`src/rtl/vga_pkg.sv`:
```
// vga_pkg: phase encoding, reset timing and bar colours shared by the
// VGA timing sequencer and its per-axis phase counters.
package vga_pkg;

  typedef enum logic [1:0] {
    ACTIVE,
    FRONT,
    SYNC,
    BACK
  } phase_e;

  localparam int DEF_H_ACT = 640;
  localparam int DEF_H_FP  = 16;
  localparam int DEF_H_SYN = 96;
  localparam int DEF_H_BP  = 48;
  localparam int DEF_V_ACT = 480;
  localparam int DEF_V_FP  = 10;
  localparam int DEF_V_SYN = 2;
  localparam int DEF_V_BP  = 33;

  function automatic logic [11:0] bar_rgb(input logic [2:0] idx);
    logic [11:0] c;
    c = 12'h000;
    unique case (idx)
      3'd0: c = 12'hFFF;
      3'd1: c = 12'hFF0;
      3'd2: c = 12'h0FF;
      3'd3: c = 12'h0F0;
      3'd4: c = 12'hF0F;
      3'd5: c = 12'hF00;
      3'd6: c = 12'h00F;
      3'd7: c = 12'h000;
    endcase
    return c;
  endfunction

endpackage

```
`src/rtl/vga_axis_seq.sv`:
```
// vga_axis_seq: one timing axis, ACTIVE -> FRONT -> SYNC -> BACK,
// with a phase counter that steps only when adv is high.
module vga_axis_seq
  import vga_pkg::*;
#(
  parameter int W = 11
) (
  input  logic         clk,
  input  logic         rst_n,
  input  logic         adv,
  input  logic [W-1:0] act,
  input  logic [W-1:0] fp,
  input  logic [W-1:0] sync,
  input  logic [W-1:0] bp,
  output phase_e       phase,
  output logic [W-1:0] pos,
  output logic         last
);

  phase_e       ph_q, ph_d;
  logic [W-1:0] cnt_q, cnt_d;
  logic [W-1:0] len;
  logic         ph_end;

  always_comb begin
    len = act;
    unique case (ph_q)
      ACTIVE: len = act;
      FRONT:  len = fp;
      SYNC:   len = sync;
      BACK:   len = bp;
    endcase
    // lengths are never zero, so len-1 cannot underflow
    ph_end = (cnt_q == len - W'(1));
    ph_d   = ph_q;
    cnt_d  = cnt_q;
    if (adv) begin
      if (ph_end) begin
        cnt_d = '0;
        ph_d  = phase_e'(ph_q + 2'd1);
      end else begin
        cnt_d = cnt_q + W'(1);
      end
    end
  end

  always_ff @(posedge clk or negedge rst_n) begin
    if (!rst_n) begin
      ph_q  <= ACTIVE;
      cnt_q <= '0;
    end else begin
      ph_q  <= ph_d;
      cnt_q <= cnt_d;
    end
  end

  assign phase = ph_q;
  assign pos   = cnt_q;
  assign last  = (ph_q == BACK) && ph_end;

endmodule

```
`src/rtl/vga_timing_ctrl.sv`:
```
// vga_timing_ctrl: programmable VGA sync/DE sequencer, shadowed config
// applied at frame end. VGA_TEST_PATTERN_EN adds an 8-bar rgb output.
module vga_timing_ctrl
  import vga_pkg::*;
#(
  parameter int H_W      = 11,
  parameter int V_W      = 10,
  parameter bit SYNC_POL = 1'b0,
  parameter int H_ACT_D  = DEF_H_ACT,
  parameter int H_FP_D   = DEF_H_FP,
  parameter int H_SYN_D  = DEF_H_SYN,
  parameter int H_BP_D   = DEF_H_BP,
  parameter int V_ACT_D  = DEF_V_ACT,
  parameter int V_FP_D   = DEF_V_FP,
  parameter int V_SYN_D  = DEF_V_SYN,
  parameter int V_BP_D   = DEF_V_BP
) (
  input  logic           clk,
  input  logic           rst_n,
  input  logic           cfg_valid,
  output logic           cfg_ready,
  input  logic           cfg_sel,
  input  logic [H_W-1:0] cfg_act,
  input  logic [H_W-1:0] cfg_fp,
  input  logic [H_W-1:0] cfg_sync,
  input  logic [H_W-1:0] cfg_bp,
  output logic           cfg_err,
  output logic           hsync,
  output logic           vsync,
  output logic           de,
  output logic [H_W-1:0] px_x,
  output logic [V_W-1:0] px_y,
  output logic           line_start,
  output logic           frame_start
`ifdef VGA_TEST_PATTERN_EN
  ,
  output logic [11:0]    rgb
`endif
);

  typedef struct packed {
    logic [H_W-1:0] act;
    logic [H_W-1:0] fp;
    logic [H_W-1:0] sync;
    logic [H_W-1:0] bp;
  } hset_t;

  typedef struct packed {
    logic [V_W-1:0] act;
    logic [V_W-1:0] fp;
    logic [V_W-1:0] sync;
    logic [V_W-1:0] bp;
  } vset_t;

  localparam hset_t H_RST = '{act: H_W'(H_ACT_D), fp: H_W'(H_FP_D),
                              sync: H_W'(H_SYN_D), bp: H_W'(H_BP_D)};
  localparam vset_t V_RST = '{act: V_W'(V_ACT_D), fp: V_W'(V_FP_D),
                              sync: V_W'(V_SYN_D), bp: V_W'(V_BP_D)};

  hset_t          h_live_q, h_live_d, h_shd_q, h_shd_d;
  vset_t          v_live_q, v_live_d, v_shd_q, v_shd_d;
  logic           h_pend_q, h_pend_d, v_pend_q, v_pend_d;
  logic           err_q, err_d;
  logic           de_q, de_d, hs_q, hs_d, vs_q, vs_d;
  logic           ls_q, ls_d, fs_q, fs_d;
  logic [H_W-1:0] px_x_q, px_x_d;
  logic [V_W-1:0] px_y_q, px_y_d;

  phase_e         h_ph, v_ph;
  logic [H_W-1:0] h_pos;
  logic [V_W-1:0] v_pos;
  logic           h_last, v_last, frame_end;
  logic           acc, bad, hi;

  vga_axis_seq #(.W(H_W)) u_h (
    .clk   (clk),
    .rst_n (rst_n),
    .adv   (1'b1),
    .act   (h_live_q.act),
    .fp    (h_live_q.fp),
    .sync  (h_live_q.sync),
    .bp    (h_live_q.bp),
    .phase (h_ph),
    .pos   (h_pos),
    .last  (h_last)
  );

  vga_axis_seq #(.W(V_W)) u_v (
    .clk   (clk),
    .rst_n (rst_n),
    .adv   (h_last),
    .act   (v_live_q.act),
    .fp    (v_live_q.fp),
    .sync  (v_live_q.sync),
    .bp    (v_live_q.bp),
    .phase (v_ph),
    .pos   (v_pos),
    .last  (v_last)
  );

  assign frame_end = h_last && v_last;
  assign cfg_ready = !(h_pend_q || v_pend_q);

  always_comb begin
    acc = cfg_valid && cfg_ready;
    hi  = cfg_sel && (|{cfg_act[H_W-1:V_W], cfg_fp[H_W-1:V_W],
                        cfg_sync[H_W-1:V_W], cfg_bp[H_W-1:V_W]});
    bad = (cfg_act == '0) || (cfg_fp == '0) ||
          (cfg_sync == '0) || (cfg_bp == '0) || hi;
    h_shd_d  = h_shd_q;
    v_shd_d  = v_shd_q;
    h_live_d = (frame_end && h_pend_q) ? h_shd_q : h_live_q;
    v_live_d = (frame_end && v_pend_q) ? v_shd_q : v_live_q;
    h_pend_d = frame_end ? 1'b0 : h_pend_q;
    v_pend_d = frame_end ? 1'b0 : v_pend_q;
    err_d    = 1'b0;
    // a request on the frame-end cycle is only seen when nothing is pending
    if (acc) begin
      if (bad) begin
        err_d = 1'b1;
      end else if (cfg_sel) begin
        v_shd_d  = '{act: cfg_act[V_W-1:0], fp: cfg_fp[V_W-1:0],
                     sync: cfg_sync[V_W-1:0], bp: cfg_bp[V_W-1:0]};
        v_pend_d = 1'b1;
      end else begin
        h_shd_d  = '{act: cfg_act, fp: cfg_fp, sync: cfg_sync, bp: cfg_bp};
        h_pend_d = 1'b1;
      end
    end
  end

  always_comb begin
    de_d   = (h_ph == ACTIVE) && (v_ph == ACTIVE);
    hs_d   = (h_ph == SYNC) ? SYNC_POL : !SYNC_POL;
    vs_d   = (v_ph == SYNC) ? SYNC_POL : !SYNC_POL;
    px_x_d = de_d ? h_pos : '0;
    px_y_d = (v_ph == ACTIVE) ? v_pos : '0;
    ls_d   = (h_ph == ACTIVE) && (h_pos == '0);
    fs_d   = ls_d && (v_ph == ACTIVE) && (v_pos == '0);
  end

  always_ff @(posedge clk or negedge rst_n) begin
    if (!rst_n) begin
      h_live_q <= H_RST;
      h_shd_q  <= H_RST;
      v_live_q <= V_RST;
      v_shd_q  <= V_RST;
      h_pend_q <= 1'b0;
      v_pend_q <= 1'b0;
      err_q    <= 1'b0;
      de_q     <= 1'b0;
      hs_q     <= !SYNC_POL;
      vs_q     <= !SYNC_POL;
      px_x_q   <= '0;
      px_y_q   <= '0;
      ls_q     <= 1'b0;
      fs_q     <= 1'b0;
    end else begin
      h_live_q <= h_live_d;
      h_shd_q  <= h_shd_d;
      v_live_q <= v_live_d;
      v_shd_q  <= v_shd_d;
      h_pend_q <= h_pend_d;
      v_pend_q <= v_pend_d;
      err_q    <= err_d;
      de_q     <= de_d;
      hs_q     <= hs_d;
      vs_q     <= vs_d;
      px_x_q   <= px_x_d;
      px_y_q   <= px_y_d;
      ls_q     <= ls_d;
      fs_q     <= fs_d;
    end
  end

  assign cfg_err     = err_q;
  assign de          = de_q;
  assign hsync       = hs_q;
  assign vsync       = vs_q;
  assign px_x        = px_x_q;
  assign px_y        = px_y_q;
  assign line_start  = ls_q;
  assign frame_start = fs_q;

`ifdef VGA_TEST_PATTERN_EN
  // edge k = ceil(k*act/8): px_x >= edge k  <=>  8*px_x >= k*act
  function automatic logic [H_W-1:0] bar_edge(input logic [H_W-1:0] a,
                                               input int k);
    logic [H_W+2:0] p;
    p = (H_W+3)'(a) * (H_W+3)'(k) + (H_W+3)'(7);
    return p[H_W+2:3];
  endfunction

  logic [H_W-1:0] bnd_q [7];
  logic [H_W-1:0] bnd_d [7];
  logic [2:0]     bar;
  logic [11:0]    rgb_q, rgb_d;

  always_comb begin
    bar = '0;
    for (int k = 0; k < 7; k++) begin
      bnd_d[k] = frame_end ? bar_edge(h_live_d.act, k + 1) : bnd_q[k];
      if (h_pos >= bnd_q[k]) bar = bar + 3'd1;
    end
    rgb_d = de_d ? bar_rgb(bar) : 12'h000;
  end

  always_ff @(posedge clk or negedge rst_n) begin
    if (!rst_n) begin
      for (int k = 0; k < 7; k++) bnd_q[k] <= bar_edge(H_W'(H_ACT_D), k + 1);
      rgb_q <= 12'h000;
    end else begin
      for (int k = 0; k < 7; k++) bnd_q[k] <= bnd_d[k];
      rgb_q <= rgb_d;
    end
  end

  assign rgb = rgb_q;
`endif

endmodule

```
`config.mk`:
```
export PLATFORM = sky130hd
export DESIGN_NAME = vga_timing_ctrl
export DESIGN_NICKNAME = d
export VERILOG_FILES = /design/src/rtl/vga_pkg.sv /design/src/rtl/vga_axis_seq.sv /design/src/rtl/vga_timing_ctrl.sv
export SDC_FILE = /design/constraint.sdc
export NUM_CORES = 1
export LEC_CHECK = 0
export CORE_ASPECT_RATIO = 1.1
export CORE_MARGIN = 3
export CORE_UTILIZATION = 55
export CTS_CLUSTER_SIZE = 25
export DETAILED_ROUTE_END_ITERATION = 16
export PLACE_DENSITY_LB_ADDON = 0.25
export SYNTH_ARGS = -nofsm -noshare
export SYNTH_HDL_FRONTEND = slang
export SYNTH_HIERARCHICAL = 1
export SYNTH_SLANG_ARGS = --single-unit
export TNS_END_PERCENT = 100
```
`constraint.sdc`:
```
create_clock -name clk -period 10.5 [get_ports clk]
set_input_delay 3.15 -clock clk [delete_from_list [all_inputs] [get_ports clk]]
set_output_delay 3.15 -clock clk [all_outputs]
set_load 0.01 [all_outputs]
```
==> impl_results.md <==
* Post-synth top cells: dfrtp_1 (188), mux2_2 (163), dfstp_2 (34), a21oi_1 (27), xnor2_1 (25)
* Worst VDD drop at 0.1469 mV
* CP Launch Type: flop
* Arrival time at the worst endpoint at 6.58 ns
* CP Max Fanout at 44
* Comb power frac at 0.100
* Die area at 0.01999 mm²
* Clock slew at reported path FFs at 0.06 ns
* Asr flop ratio synth at 1.000
* Slowest CP cell: nand3_2
* Worst flop-to-flop path startpoint: u_h/phase[1]
* Max Transition Viols Final at 0
* CTS tree: yes
* CP Launch Point: u_h/phase[1]
* Clock skew at 0.02405 ns
* Post-CTS sizing at 0
* Post-synthesis sequential area ratio at 0.5552
* Starting density of the core at 0.5643
* Crit-path cells: inv_1, ha_1, a22oi_1, a2bb2oi_1, inv_1, ha_1, and3b_1, a41oi_2, nor2_1, and3_1, or4_4, nor4b_4, and2_1, nand3_2, mux2_2
* Yosys top cell area share at 0.4666
* Vias in the first global route at 6541
* Vias at 6382
* Flops & latches, synth at 222
* Count leader, synth: dfrtp_1
* H-tree lvl count at 1
* Worst-Margin Slew at 1.094 ns
* Reg2Reg Setup Slack at 4.30 ns
* HPWL Detailed at 15760 µm
* Clk pwr share at 0.378
* Switching Fraction at 0.2390
* Power per Cell Area at 176.3 mW/mm²
* CP Data Required Time at 10.88 ns
* # diodes at 0
* # placed instances at 1043
* Finish-stage setup viols at 0
* Layout area overhead at 15.95%
* Initial antenna violation count at 0
* Hold path startpoint: h_shd_q[3]
* Wire length per cell at 20.43 µm
* WS Path Type: reg2reg
* Final cycle utilization of the critical path at 0.5905
* Most area-consuming cells after synthesis: dfrtp_1 (47%), mux2_2 (18%), dfstp_2 (8.9%)
* Skew-Pair Late Insertion Delay at 0.52 ns
* CP peak stage delay at 1.03 ns
* Max Cap Viol at 0
* Largest net degree at the start of global routing at 85
* Unrepaired setup endpoints after global routing: no
* DR DRC count at 0
* Layout cells sized above 1 at 0.3175
* Max_slew headroom at 0.2699
* Status: complete, no violations
* Crit. End Element: flop
* TNS Setup at 0 ns
* Post-Route WL at 22110 µm
* Cell taking the most area after synthesis: dfrtp_1
* Syn Inst Count at 757
* Antenna-violating nets left at 0
* Fmax at 161.3 MHz
* Synth cell types at 70
* Synth warnings at 6
* Hold EP: h_live_q[3]
* CTS root buf: clkbuf_16
* Total CTS buffers at 22
* Leakage at 5.250 nW
* Die X at 135.1 µm
* Number of synthesized flops with an enable pin at 0
* Hold Path Class: reg2reg
* DRT iter0 DRCs at 502
* Hold depth at 1
* Synthesized Nets at 817
* Clock buffer depth at 3
* Sink Count at 222
* Final GP Congestion at 0.8651
* First drt pass iteration count at 5
* Post-synth top flop: dfrtp_1
* P_int at 1.568 mW
* Total track usage at 0.2238
* Row cnt at 51
* Core Box Area at 0.01787 mm²
* Hold buffer count at CTS at 0
* Layout Cells excl Fill at 1082
* Post-Synthesis Cell Area at 0.01008 mm²
* Reg2reg path depth at 15
* Final #Nets at 889
* Fin. Hold Viols at 0
* Die Ht at 148 µm
* Vias/cell at 5.898
* Seq pwr share at 0.522
* Worst flop-to-flop path endpoint: h_live_q[20]
* First-pass GRT wire length at 35290 µm
* # IOs at 76
* Psw at 0.4924 mW
* Final min period at 6.200 ns
* Syn Area/Cell at 13.32 µm²
* Total grt overflow at 0
* PortBufs at 75
* Post-CTS setup buffer count at 0
==> cells by family after synthesis <==
| kind of cell | share of synthesized area |
|---|---|
| AO/OA/AOI/OAI | 0.06999 |
| XOR/XNOR | 0.03127 |
| adder cells (fa/ha/maj) | 0.01489 |
| buffers and inverters | 0.02805 |
| flip-flops | 0.5552 |
| multiplexers | 0.1924 |
| other | 0.0003719 |
| AND/OR/NAND/NOR | 0.1078 |
==> cell usage in the layout, fill, tap and decap left out, types with 12 or more instances in the layout <==
cell,count
a21oi_1,27
and2_1,23
clkbuf_16,22
clkdlybuf4s50_1,74
dfrtp_1,188
dfstp_2,34
ha_1,12
inv_1,15
mux2_2,163
nand2_1,20
nand3_1,18
nor2_1,23
nor3_1,12
nor4_1,15
xnor2_1,25
==> per-stage QoR <==
step | hold WS [ns] | cell area [µm²] | util | power, mW | setup slack [ns]
2_1_floorplan | 0.4541 | 10080 | - | 1.193 | 5.861
3_3_place_gp | 0.4754 | 10960 | 0.6134 | 1.279 | 4.635
3_5_place_dp | 0.4813 | 10960 | 0.6134 | 1.297 | 4.390
4_1_cts | 0.4970 | 11690 | 0.6543 | 2.082 | 4.358
5_1_grt | 0.5189 | 11690 | 0.6543 | 2.156 | 3.929
6_report | 0.5013 | 11690 | 0.6543 | 2.061 | 4.300
==> registers in the layout, indices dropped and copies added, names as in the netlist, 2 cells and up <==
signal / cells
h_live_q: 44
h_shd_q: 44
v_live_q: 40
v_shd_q: 40
px_x: 11
u_h/pos: 11
px_y: 10
u_v/pos: 10
u_h/phase: 2
u_v/phase: 2
==> worst max-delay path by stage <==
stage | cells after the start | end
detailed placement | 15 | h_live_q[20]
floorplan | 4 | v_shd_q[10]
global placement | 15 | h_live_q[15]
global route | 15 | h_live_q[20]
finish | 15 | h_live_q[20]
CTS | 15 | h_live_q[20]
==> power by group through the flow <==
stage                     combinational [mW]  sequential, mW  clock (mW)
final                                  0.206            1.08       0.780
after detailed placement               0.205            1.09           0
after floorplan                        0.145            1.05           0
after CTS                              0.208            1.08       0.797
after global placement                 0.195            1.08           0
after global routing                   0.227            1.09       0.837
==> final cells by class <==
cell class / instances / area (µm²)
clock buffers: 33 / 661.9
clock inverters: 6 / 68.82
fillers: 1321 / 6177
inverters: 16 / 60.06
multi-input cells: 487 / 4212
flip-flops and latches: 222 / 5598
well taps: 238 / 297.8
repair buffers: 80 / 792.0
==> routing by layer <==
layer,part of all wire,up-vias,track usage
li1,-,2888,-
met1,0.43,3256,0.3043
met2,0.48,195,0.3675
met3,0.055,43,0.03710
met4,0.032,0,0.07661
met5,0,-,0
==> worst max-delay path: cells and delay by family, from the launching register on <==
family,cells,cell delay [ns]
buf+inv,2,0.22
fa+ha+maj,2,0.72
flops,1,0.44
simple gates,7,3.16
mux,1,0.62
compound gates,3,0.87
No activity file was read; power rests on OpenSTA's default activity.
